### src/rtl/mem_arbiter_if.sv
// Request/response bundle between the core's fetch/data ports, the
// arbiter and the shared memory. The slave modport is the arbiter's view.
// The master modport is the environment's view, i.e. the core plus the memory.
interface mem_arbiter_if #(
    parameter int XLEN = 32
);
    // fetch port
    logic            imem_req_valid;
    logic            imem_req_ready;
    logic [XLEN-1:0] imem_req_addr;
    logic            imem_resp_valid;
    logic [XLEN-1:0] imem_resp_data;
    // data port
    logic            dmem_req_valid;
    logic            dmem_req_ready;
    logic [XLEN-1:0] dmem_req_addr;
    logic [XLEN-1:0] dmem_req_data;
    logic            dmem_req_fcn;
    logic [2:0]      dmem_req_typ;
    logic            dmem_resp_valid;
    logic [XLEN-1:0] dmem_resp_data;
    // memory side
    logic            mem_req_valid;
    logic            mem_req_ready;
    logic [XLEN-1:0] mem_req_addr;
    logic [XLEN-1:0] mem_req_data;
    logic            mem_req_fcn;
    logic [2:0]      mem_req_typ;
    logic            mem_resp_valid;
    logic [XLEN-1:0] mem_resp_data;

    modport slave (
        input  imem_req_valid, imem_req_addr,
        output imem_req_ready, imem_resp_valid, imem_resp_data,
        input  dmem_req_valid, dmem_req_addr, dmem_req_data, dmem_req_fcn, dmem_req_typ,
        output dmem_req_ready, dmem_resp_valid, dmem_resp_data,
        output mem_req_valid, mem_req_addr, mem_req_data, mem_req_fcn, mem_req_typ,
        input  mem_req_ready, mem_resp_valid, mem_resp_data
    );

    modport master (
        output imem_req_valid, imem_req_addr,
        input  imem_req_ready, imem_resp_valid, imem_resp_data,
        output dmem_req_valid, dmem_req_addr, dmem_req_data, dmem_req_fcn, dmem_req_typ,
        input  dmem_req_ready, dmem_resp_valid, dmem_resp_data,
        input  mem_req_valid, mem_req_addr, mem_req_data, mem_req_fcn, mem_req_typ,
        output mem_req_ready, mem_resp_valid, mem_resp_data
    );
endinterface

### src/rtl/mem_arbiter.sv
// Round-robin arbiter sharing one single-ported memory between the fetch
// and data ports. It handles one transaction at a time, and a watchdog aborts
// a transaction whose response never arrives.
module mem_arbiter #(
    parameter int XLEN    = 32,
    parameter int TIMEOUT = 255,  // 0 disables the watchdog
    parameter int CNT_W   = 8     // TIMEOUT < 2**CNT_W
) (
    input  logic             clk,
    input  logic             rst,   // async, active low
    mem_arbiter_if.slave     bus,
    output logic             busy,
    output logic             bus_err
);
    typedef enum logic [1:0] {IDLE, REQ, WAIT} state_t;

    localparam logic OWN_I = 1'b0;
    localparam logic OWN_D = 1'b1;
    localparam logic [CNT_W-1:0] TO_LAST = CNT_W'((TIMEOUT == 0) ? 0 : TIMEOUT - 1);

    state_t            state;
    logic              owner;
    logic              last_grant;
    logic [CNT_W-1:0]  cnt;
    logic [XLEN-1:0]   lat_addr;
    logic [XLEN-1:0]   lat_data;
    logic              lat_fcn;
    logic [2:0]        lat_typ;

    logic              any_req;
    logic              pick_d;
    logic              grant;
    logic              resp_hit;
    logic              wd_hit;
    logic              done;
    logic [XLEN-1:0]   resp_data;

    // Grant selection, response routing and watchdog abort detection.
    // The grant is gated by rst so that every output stays low while reset is held.
    always_comb begin
        any_req   = bus.imem_req_valid || bus.dmem_req_valid;
        pick_d    = bus.dmem_req_valid && (!bus.imem_req_valid || last_grant == OWN_I);
        grant     = rst && (state == IDLE) && any_req;
        resp_hit  = (state == WAIT) && bus.mem_resp_valid;
        wd_hit    = (TIMEOUT != 0) && (state == REQ || state == WAIT) &&
                    (cnt == TO_LAST) && !resp_hit;
        done      = resp_hit || wd_hit;
        resp_data = resp_hit ? bus.mem_resp_data : '0;

        bus.imem_req_ready  = grant && !pick_d;
        bus.dmem_req_ready  = grant && pick_d;
        bus.imem_resp_valid = done && (owner == OWN_I);
        bus.dmem_resp_valid = done && (owner == OWN_D);
        bus.imem_resp_data  = (done && owner == OWN_I) ? resp_data : '0;
        bus.dmem_resp_data  = (done && owner == OWN_D) ? resp_data : '0;

        bus.mem_req_valid = (state == REQ);
        bus.mem_req_addr  = lat_addr;
        bus.mem_req_data  = lat_data;
        bus.mem_req_fcn   = lat_fcn;
        bus.mem_req_typ   = lat_typ;

        busy    = (state != IDLE);
        bus_err = wd_hit;
    end

    // Transaction FSM: latch the winner's request, issue it to memory, wait for response or abort.
    always_ff @(posedge clk or negedge rst) begin
        if (!rst) begin
            state      <= IDLE;
            owner      <= OWN_I;
            last_grant <= OWN_D;
            cnt        <= '0;
            lat_addr   <= '0;
            lat_data   <= '0;
            lat_fcn    <= 1'b0;
            lat_typ    <= 3'b000;
        end else begin
            case (state)
                IDLE: begin
                    if (any_req) begin
                        owner      <= pick_d;
                        last_grant <= pick_d;
                        cnt        <= '0;
                        state      <= REQ;
                        if (pick_d) begin
                            lat_addr <= bus.dmem_req_addr;
                            lat_data <= bus.dmem_req_data;
                            lat_fcn  <= bus.dmem_req_fcn;
                            lat_typ  <= bus.dmem_req_typ;
                        end else begin
                            // fetches are always word loads
                            lat_addr <= bus.imem_req_addr;
                            lat_data <= '0;
                            lat_fcn  <= 1'b0;
                            lat_typ  <= 3'b010;
                        end
                    end
                end
                REQ: begin
                    cnt <= (cnt == '1) ? cnt : cnt + 1'b1;
                    if (wd_hit)
                        state <= IDLE;
                    else if (bus.mem_req_ready)
                        state <= WAIT;
                end
                WAIT: begin
                    cnt <= (cnt == '1) ? cnt : cnt + 1'b1;
                    if (done)
                        state <= IDLE;
                end
                default: state <= IDLE;
            endcase
        end
    end
endmodule

### src/flat_wrapper.sv
// flat-port wrapper written by rule: the top's interface ports become plain ports
module mem_arbiter_flat 
#(
    parameter int XLEN    = 32,
    parameter int TIMEOUT = 255,                            
    parameter int CNT_W   = 8                          
)
  (clk, rst, busy, bus_err, bus_imem_req_valid, bus_imem_req_addr, bus_imem_req_ready, bus_imem_resp_valid, bus_imem_resp_data, bus_dmem_req_valid, bus_dmem_req_addr, bus_dmem_req_data, bus_dmem_req_fcn, bus_dmem_req_typ, bus_dmem_req_ready, bus_dmem_resp_valid, bus_dmem_resp_data, bus_mem_req_valid, bus_mem_req_addr, bus_mem_req_data, bus_mem_req_fcn, bus_mem_req_typ, bus_mem_req_ready, bus_mem_resp_valid, bus_mem_resp_data);
  mem_arbiter_if #(.XLEN(XLEN)) bus_i ();
  input  logic clk;
  input  logic rst;
  output logic busy;
  output logic bus_err;
  input wire logic [$bits(bus_i.imem_req_valid)-1:0] bus_imem_req_valid;
  input wire logic [$bits(bus_i.imem_req_addr)-1:0] bus_imem_req_addr;
  output wire logic [$bits(bus_i.imem_req_ready)-1:0] bus_imem_req_ready;
  output wire logic [$bits(bus_i.imem_resp_valid)-1:0] bus_imem_resp_valid;
  output wire logic [$bits(bus_i.imem_resp_data)-1:0] bus_imem_resp_data;
  input wire logic [$bits(bus_i.dmem_req_valid)-1:0] bus_dmem_req_valid;
  input wire logic [$bits(bus_i.dmem_req_addr)-1:0] bus_dmem_req_addr;
  input wire logic [$bits(bus_i.dmem_req_data)-1:0] bus_dmem_req_data;
  input wire logic [$bits(bus_i.dmem_req_fcn)-1:0] bus_dmem_req_fcn;
  input wire logic [$bits(bus_i.dmem_req_typ)-1:0] bus_dmem_req_typ;
  output wire logic [$bits(bus_i.dmem_req_ready)-1:0] bus_dmem_req_ready;
  output wire logic [$bits(bus_i.dmem_resp_valid)-1:0] bus_dmem_resp_valid;
  output wire logic [$bits(bus_i.dmem_resp_data)-1:0] bus_dmem_resp_data;
  output wire logic [$bits(bus_i.mem_req_valid)-1:0] bus_mem_req_valid;
  output wire logic [$bits(bus_i.mem_req_addr)-1:0] bus_mem_req_addr;
  output wire logic [$bits(bus_i.mem_req_data)-1:0] bus_mem_req_data;
  output wire logic [$bits(bus_i.mem_req_fcn)-1:0] bus_mem_req_fcn;
  output wire logic [$bits(bus_i.mem_req_typ)-1:0] bus_mem_req_typ;
  input wire logic [$bits(bus_i.mem_req_ready)-1:0] bus_mem_req_ready;
  input wire logic [$bits(bus_i.mem_resp_valid)-1:0] bus_mem_resp_valid;
  input wire logic [$bits(bus_i.mem_resp_data)-1:0] bus_mem_resp_data;
  assign bus_i.imem_req_valid = bus_imem_req_valid;
  assign bus_i.imem_req_addr = bus_imem_req_addr;
  assign bus_imem_req_ready = bus_i.imem_req_ready;
  assign bus_imem_resp_valid = bus_i.imem_resp_valid;
  assign bus_imem_resp_data = bus_i.imem_resp_data;
  assign bus_i.dmem_req_valid = bus_dmem_req_valid;
  assign bus_i.dmem_req_addr = bus_dmem_req_addr;
  assign bus_i.dmem_req_data = bus_dmem_req_data;
  assign bus_i.dmem_req_fcn = bus_dmem_req_fcn;
  assign bus_i.dmem_req_typ = bus_dmem_req_typ;
  assign bus_dmem_req_ready = bus_i.dmem_req_ready;
  assign bus_dmem_resp_valid = bus_i.dmem_resp_valid;
  assign bus_dmem_resp_data = bus_i.dmem_resp_data;
  assign bus_mem_req_valid = bus_i.mem_req_valid;
  assign bus_mem_req_addr = bus_i.mem_req_addr;
  assign bus_mem_req_data = bus_i.mem_req_data;
  assign bus_mem_req_fcn = bus_i.mem_req_fcn;
  assign bus_mem_req_typ = bus_i.mem_req_typ;
  assign bus_i.mem_req_ready = bus_mem_req_ready;
  assign bus_i.mem_resp_valid = bus_mem_resp_valid;
  assign bus_i.mem_resp_data = bus_mem_resp_data;
  mem_arbiter #(.XLEN(XLEN), .TIMEOUT(TIMEOUT), .CNT_W(CNT_W)) u_core (.clk(clk), .rst(rst), .bus(bus_i), .busy(busy), .bus_err(bus_err));
endmodule
### config.mk
export PLATFORM = sky130hd
export DESIGN_NAME = mem_arbiter_flat
export DESIGN_NICKNAME = d
export VERILOG_FILES = /design/src/rtl/mem_arbiter_if.sv /design/src/rtl/mem_arbiter.sv /design/src/flat_wrapper.sv
export SDC_FILE = /design/constraint.sdc
export NUM_CORES = 1
export LEC_CHECK = 0
export CAP_MARGIN = 25
export CORE_AREA = 2 2 109 111
export DETAILED_ROUTE_END_ITERATION = 10
export DIE_AREA = 0 0 111 113
export GPL_TIMING_DRIVEN = 0
export PLACE_DENSITY = 0.81
export SLEW_MARGIN = 10
export SYNTH_ARGS = -nofsm -noshare
export SYNTH_HDL_FRONTEND = slang
export SYNTH_SLANG_ARGS = --single-unit
### constraint.sdc
create_clock -name clk -period 5 [get_ports clk]
set_input_delay 1 -clock clk [delete_from_list [all_inputs] [get_ports clk]]
set_output_delay 1 -clock clk [all_outputs]
set_load 0.01 [all_outputs]
Word-level counts from Yosys, hierarchy flattened
Index checks and enable logic that the tools add are counted.

Register bits after elaboration: 80. Output and inout port bits: 139. Input bits: 138.

Add/sub/neg operators: 1. Reduce and logical (&&, ||, !) cells: 24. Muxes and demuxes: 15. Bitwise logic cells: 2. Equality and inequality tests: 8.

Operators with widths (count): 32-bit two-way mux (5); 8-bit == test (second input constant) (2); 8-bit two-way mux (2); 8-bit one-hot mux with 2 select lines (1); 1-bit logical AND (10); 8-bit by 1-bit adder with 8-bit output (second input constant) (1); 2-bit two-way mux (4); 2-bit one-hot mux with 3 select lines (1); 3-bit AND reduction (2); 1-bit logical OR (4); 2-bit by 1-bit != test with 1-bit output (second input constant) (2); 2-bit nonzero test (2); 1-bit zero test (3); 3-bit two-way mux (1); 3-bit by 2-bit != test with 1-bit output (second input constant) (1); 2-bit by 1-bit == test with 1-bit output (second input constant) (1); 2-bit == test (second input constant) (1); 2-bit zero test (1); 2-bit != test (second input constant) (1); 1-bit NOT (2); 2-bit AND reduction (1); 2-bit OR reduction (1); 1-bit two-way mux (1).

Longest topological paths before layout
Depth after elaboration: 7. Mapped depth: 7. Depth with buffers taken out: 6.

Worst setup path before layout
OpenSTA, ideal clock, no wires.

Path kind: input port to output port. Start point: input bus_imem_req_valid. End point: output bus_imem_req_ready. Buffers on the path: 2. Slack: 2.208 ns. Data required time: 4.000 ns. Arrival time: 1.792 ns. Stages: 4. Cell sequence: o21ai_0 -> buf_2 -> buf_2 -> nor3b_1.

Word-level cells in the longest chain between the ends: 5. Elaborated cells on any way between the ends: 7. Those cells by class: reduce/logical (7).

Ends and longest elaborated chain: from (decl) (RTL line flat_wrapper.sv:14) `input wire logic [$bits(bus_i.imem_req_valid)-1:0] bus_imem_req_valid;`; 1-bit zero test (RTL line mem_arbiter.sv:42) `pick_d = bus.dmem_req_valid && (!bus.imem_req_valid || last_grant == OWN_I);`; 1-bit logical OR (RTL line mem_arbiter.sv:42); 1-bit logical AND (RTL line mem_arbiter.sv:42); 1-bit zero test (RTL line mem_arbiter.sv:50) `bus.imem_req_ready = grant && !pick_d;`; 1-bit logical AND (*) (RTL line mem_arbiter.sv:50); to (decl) (RTL line flat_wrapper.sv:16) `output wire logic [$bits(bus_i.imem_req_ready)-1:0] bus_imem_req_ready;`.

Mark *: on every way between the ends. The rest lies on a longest branch, timed or not.

Worst setup path in the final report
Ends and elaborated chain as after synthesis.

==> flow_summary.html <==
<table>
<tr><th>Metric</th><th>Value</th></tr>
<tr><th colspan="2">Status</th></tr>
<tr><td>Status</td><td>finished, final reports clean</td></tr>
<tr><th colspan="2">Clock tree</th></tr>
<tr><td>Longest Clk Path Bufs</td><td>2</td></tr>
<tr><td>Maximum level of the CTS H-tree</td><td>3</td></tr>
<tr><td>Clock latency at the later pin of the worst-skew pair</td><td>0.33 ns</td></tr>
<tr><td># Post-CTS Setup Buffers</td><td>0</td></tr>
<tr><td>Inserted Clock Buffers</td><td>9</td></tr>
<tr><td>Cts-stage hold buffer count</td><td>0</td></tr>
<tr><td>Clock Sinks</td><td>80</td></tr>
<tr><td>Clock transition time at the flip-flop clock pins of the worst setup and hold paths</td><td>0.06 ns</td></tr>
<tr><td>Post_cts resized</td><td>0</td></tr>
<tr><td>Clk Tree Root Cell</td><td>sky130_fd_sc_hd__clkbuf_16</td></tr>
<tr><td>Clock tree from TritonCTS</td><td>built</td></tr>
<tr><th colspan="2">Global routing</th></tr>
<tr><td>Number of antenna violations at the first check in global routing</td><td>0</td></tr>
<tr><td>Leftover overflow at the end of global routing</td><td>0</td></tr>
<tr><td>Global-route usage over all layers</td><td>0.217</td></tr>
<tr><td>Vias in the first global route</td><td>4100</td></tr>
<tr><td>Largest net degree at the start of global routing</td><td>57</td></tr>
<tr><td>First-pass GRT wire length</td><td>21.7 mm</td></tr>
<tr><th colspan="2">Detailed routing</th></tr>
<tr><td>Via count</td><td>3950</td></tr>
<tr><td>Number of DRC markers after the initial detailed-route iteration</td><td>117</td></tr>
<tr><td>Highest routed metal layer</td><td>met4</td></tr>
<tr><td>Detailed-route vias per instance</td><td>4.85</td></tr>
<tr><td>DRT met1 WL</td><td>5.46 mm</td></tr>
<tr><td>Detailed-router iteration count before antenna repair</td><td>4</td></tr>
<tr><td>Post-route ant nets</td><td>0</td></tr>
<tr><td>Met2 Wirelength</td><td>7.28 mm</td></tr>
<tr><td>Aggregate routed wire length</td><td>13.9 mm</td></tr>
<tr><td>Routed wire length per instance</td><td>17.1 µm</td></tr>
<tr><td>Met3 layer wire length in the routed design</td><td>929 µm</td></tr>
<tr><td>Residual DRC</td><td>0</td></tr>
<tr><th colspan="2">Timing</th></tr>
<tr><td>Maximum achievable frequency</td><td>243 MHz</td></tr>
<tr><td>Smallest setup slack after layout</td><td>0.880 ns</td></tr>
<tr><td>Hold violation total from the final report</td><td>0</td></tr>
<tr><td>Setup Skew</td><td>0.0116 ns</td></tr>
<tr><td>Period utilization</td><td>0.824</td></tr>
<tr><td>Min cycle time layout</td><td>4.12 ns</td></tr>
<tr><td>Final setup viols</td><td>0</td></tr>
<tr><td>RSZ-0062 raised after global routing</td><td>false</td></tr>
<tr><td>Worst slew pin tran</td><td>0.542 ns</td></tr>
<tr><td>Max-slew violation count</td><td>0</td></tr>
<tr><td>Max-slew headroom</td><td>0.637</td></tr>
<tr><th colspan="2">Floorplanning</th></tr>
<tr><td>Number of top-level pins</td><td>277</td></tr>
<tr><td>Die outline area</td><td>12500 µm²</td></tr>
<tr><td>Vertical die dimension</td><td>113 µm</td></tr>
<tr><td>Die W</td><td>111 µm</td></tr>
<tr><td>Row count</td><td>39</td></tr>
<tr><td>Core footprint</td><td>11300 µm²</td></tr>
<tr><td>Initial Utilization</td><td>0.361</td></tr>
<tr><th colspan="2">Power</th></tr>
<tr><td>Design Power</td><td>3.54 mW</td></tr>
<tr><td>Peak supply drop</td><td>254 µV</td></tr>
<tr><td>Total power per unit cell area</td><td>482 nW/µm²</td></tr>
<tr><td>Static leakage</td><td>3.16 nW</td></tr>
<tr><th colspan="2">Synth</th></tr>
<tr><td>Count of distinct cell types in the synthesized netlist</td><td>41</td></tr>
<tr><td>Post-synthesis sequential area ratio</td><td>0.493</td></tr>
<tr><td>Synthesized instance count</td><td>379</td></tr>
<tr><td>Most area-consuming cells after synthesis</td><td>sky130_fd_sc_hd__dfrtp_1, sky130_fd_sc_hd__and2_1, sky130_fd_sc_hd__mux2i_1</td></tr>
<tr><td>Post-synth top area share</td><td>0.486</td></tr>
<tr><td>Post-Synthesis Cell Area</td><td>4060 µm²</td></tr>
<tr><td>Yosys Warn Count</td><td>0</td></tr>
<tr><td>Cell type with the largest total area after synthesis</td><td>sky130_fd_sc_hd__dfrtp_1</td></tr>
<tr><td>Flip-flop and latch count after synthesis</td><td>80</td></tr>
<tr><td>Synth Net Count</td><td>524</td></tr>
<tr><td>Mean instance size in the synthesized netlist</td><td>10.7 µm²</td></tr>
<tr><th colspan="2">Placement</th></tr>
<tr><td>Gp weighted congestion</td><td>0.841</td></tr>
<tr><td>Post-place setup slack</td><td>0.811 ns</td></tr>
<tr><td>Number of port buffers</td><td>276</td></tr>
<tr><td>Final HPWL from detailed placement</td><td>11.2 mm</td></tr>
<tr><td>Cell count after placement</td><td>799</td></tr>
<tr><th colspan="2">Final layout</th></tr>
<tr><td>Most used cells in the layout excluding fill and tap cells</td><td>sky130_fd_sc_hd__clkdlybuf4s50_1, sky130_fd_sc_hd__dfrtp_1, sky130_fd_sc_hd__and2_1</td></tr>
<tr><td>Syn-to-layout area delta</td><td>80.7%</td></tr>
<tr><td>Post-route insts no fill</td><td>815</td></tr>
<tr><td>Ant diodes</td><td>0</td></tr>
<tr><td>Number of fillers in the final layout</td><td>917</td></tr>
<tr><td>Commonest non-fill, non-tap cell in the layout</td><td>sky130_fd_sc_hd__clkdlybuf4s50_1</td></tr>
<tr><td>Nets</td><td>812</td></tr>
<tr><td>Fraction of layout instances using a drive strength above 1</td><td>0.0699</td></tr>
<tr><th colspan="2">Setup path</th></tr>
<tr><td>Worst Path Arrival</td><td>3.12 ns</td></tr>
<tr><td>Worst endpoint required time</td><td>4.00 ns</td></tr>
<tr><td>Critical-path maximum fanout</td><td>10</td></tr>
<tr><td>Worst setup path category</td><td>in -&gt; out</td></tr>
<tr><td>Kind of end point of the critical path</td><td>output port</td></tr>
<tr><td>Critical Path Source Type</td><td>input pin</td></tr>
<tr><td>Worst-path cell with the longest stage delay</td><td>sky130_fd_sc_hd__clkdlybuf4s50_1</td></tr>
<tr><td>Max incr delay on CP</td><td>0.53 ns</td></tr>
<tr><td>Sequence of cells on the critical path</td><td>clkdlybuf4s50_1 -&gt; o21ai_0 -&gt; buf_2 -&gt; buf_2 -&gt; nor3b_1 -&gt; clkdlybuf4s50_1</td></tr>
<tr><th colspan="2">Min path</th></tr>
<tr><td>Type of the worst min-delay path</td><td>reg -&gt; reg</td></tr>
<tr><th colspan="2">Flow run</th></tr>
<tr><td>Count of max-cap constraint violations</td><td>0</td></tr>
</table>
## per-stage QoR
step / TNS, ns / util / hold slack [ns] / cell area [µm²]
finish: 0 / 0.651 / 0.462 / 7340
global route: 0 / 0.651 / 0.496 / 7340
CTS: 0 / 0.651 / 0.465 / 7340
detailed placement: 0 / 0.624 / 0.456 / 7030
global placement: -2.24 / 0.621 / 0.457 / 7010
floorplan: 0 / - / 0.446 / 4060
## worst paths after layout
path                                               start                                 endpoint  slack (ns)  cells after the start
max                                   bus_imem_req_valid                       bus_imem_req_ready        0.88                      6
max reg2reg                  u_core.state[1]$_DFFE_PN0P_  u_core.bus.mem_req_data[21]$_DFFE_PN0P_        2.99                      6
min in group asynchronous                            rst   u_core.bus.mem_req_data[6]$_DFFE_PN0P_        0.58                      1
min reg2reg                u_core.last_grant$_DFFE_PN1P_            u_core.last_grant$_DFFE_PN1P_        0.46                      2
max in group asynchronous                            rst            u_core.last_grant$_DFFE_PN1P_        3.76                      2
min                        u_core.last_grant$_DFFE_PN1P_            u_core.last_grant$_DFFE_PN1P_        0.46                      2
## cells in the mapped netlist (all sizes together)
master	count
a211oi	1
a21boi	2
a21oi	10
a221oi	1
a22o	37
a2bb2oi	1
a31o	1
a31oi	1
a41oi	1
and2	65
and3	2
and4	2
buf	16
clkbuf	9
dfrtp	79
dfstp	1
ha	7
inv	7
mux2	2
mux2i	33
nand2	41
nand3	1
nand4	3
nor2	4
nor2b	1
nor3	4
nor3b	4
o211ai	1
o21ai	37
o21bai	1
o31ai	2
or2	2
## state kept, by name, indices dropped and copies added (netlist names)
| name | flops |
|---|---|
| u_core.bus.mem_req_addr | 32 |
| u_core.bus.mem_req_data | 32 |
| u_core.cnt | 8 |
| u_core.bus.mem_req_typ | 3 |
| u_core.state | 2 |
| u_core.bus.mem_req_fcn | 1 |
| u_core.last_grant | 1 |
| u_core.owner | 1 |
## cell families (layout without fill, tap and decap cells)
group	count (synthesis)	count (layout)	synth area share
fa+ha+maj	7	7	0.0216
flops	80	80	0.493
compound gates	96	96	0.166
buf+inv	32	325	0.0465
mux	35	35	0.0877
simple gates	129	129	0.186
## routing by layer
layer,up-vias,global-route usage
li1,1905,-
met5,-,0
met1,1862,0.258
met3,16,0.0552
met4,0,0.0717
met2,167,0.385
## critical path: cells and delay by family
family | cells | cell delay (ns)
AOI/OAI and AO/OA | 1 | 0.46
buffers and inverters | 4 | 1.59
and+or+nand+nor | 1 | 0.07
## layout make-up
| class | count | area [µm²] | area share |
|---|---|---|---|
| Timing Repair Buffer | 277 | 2790 | 0.380 |
| Sequential cell | 80 | 2000 | 0.273 |
| Multi-Input combinational cell | 267 | 1870 | 0.255 |
| Clock buffer | 10 | 239 | 0.0325 |
| Tap cell | 143 | 179 | 0.0244 |
| Buffer | 25 | 163 | 0.0222 |
| Clock inverter | 6 | 72.6 | 0.00988 |
| Inverter | 7 | 26.3 | 0.00358 |
## where the power goes
| part | switching (mW) | internal [mW] |
|---|---|---|
| combinational | 0.781 | 0.952 |
| clock | 0.276 | 0.409 |
| sequential | 0.180 | 0.940 |
No activity file was read; power rests on OpenSTA's default activity.
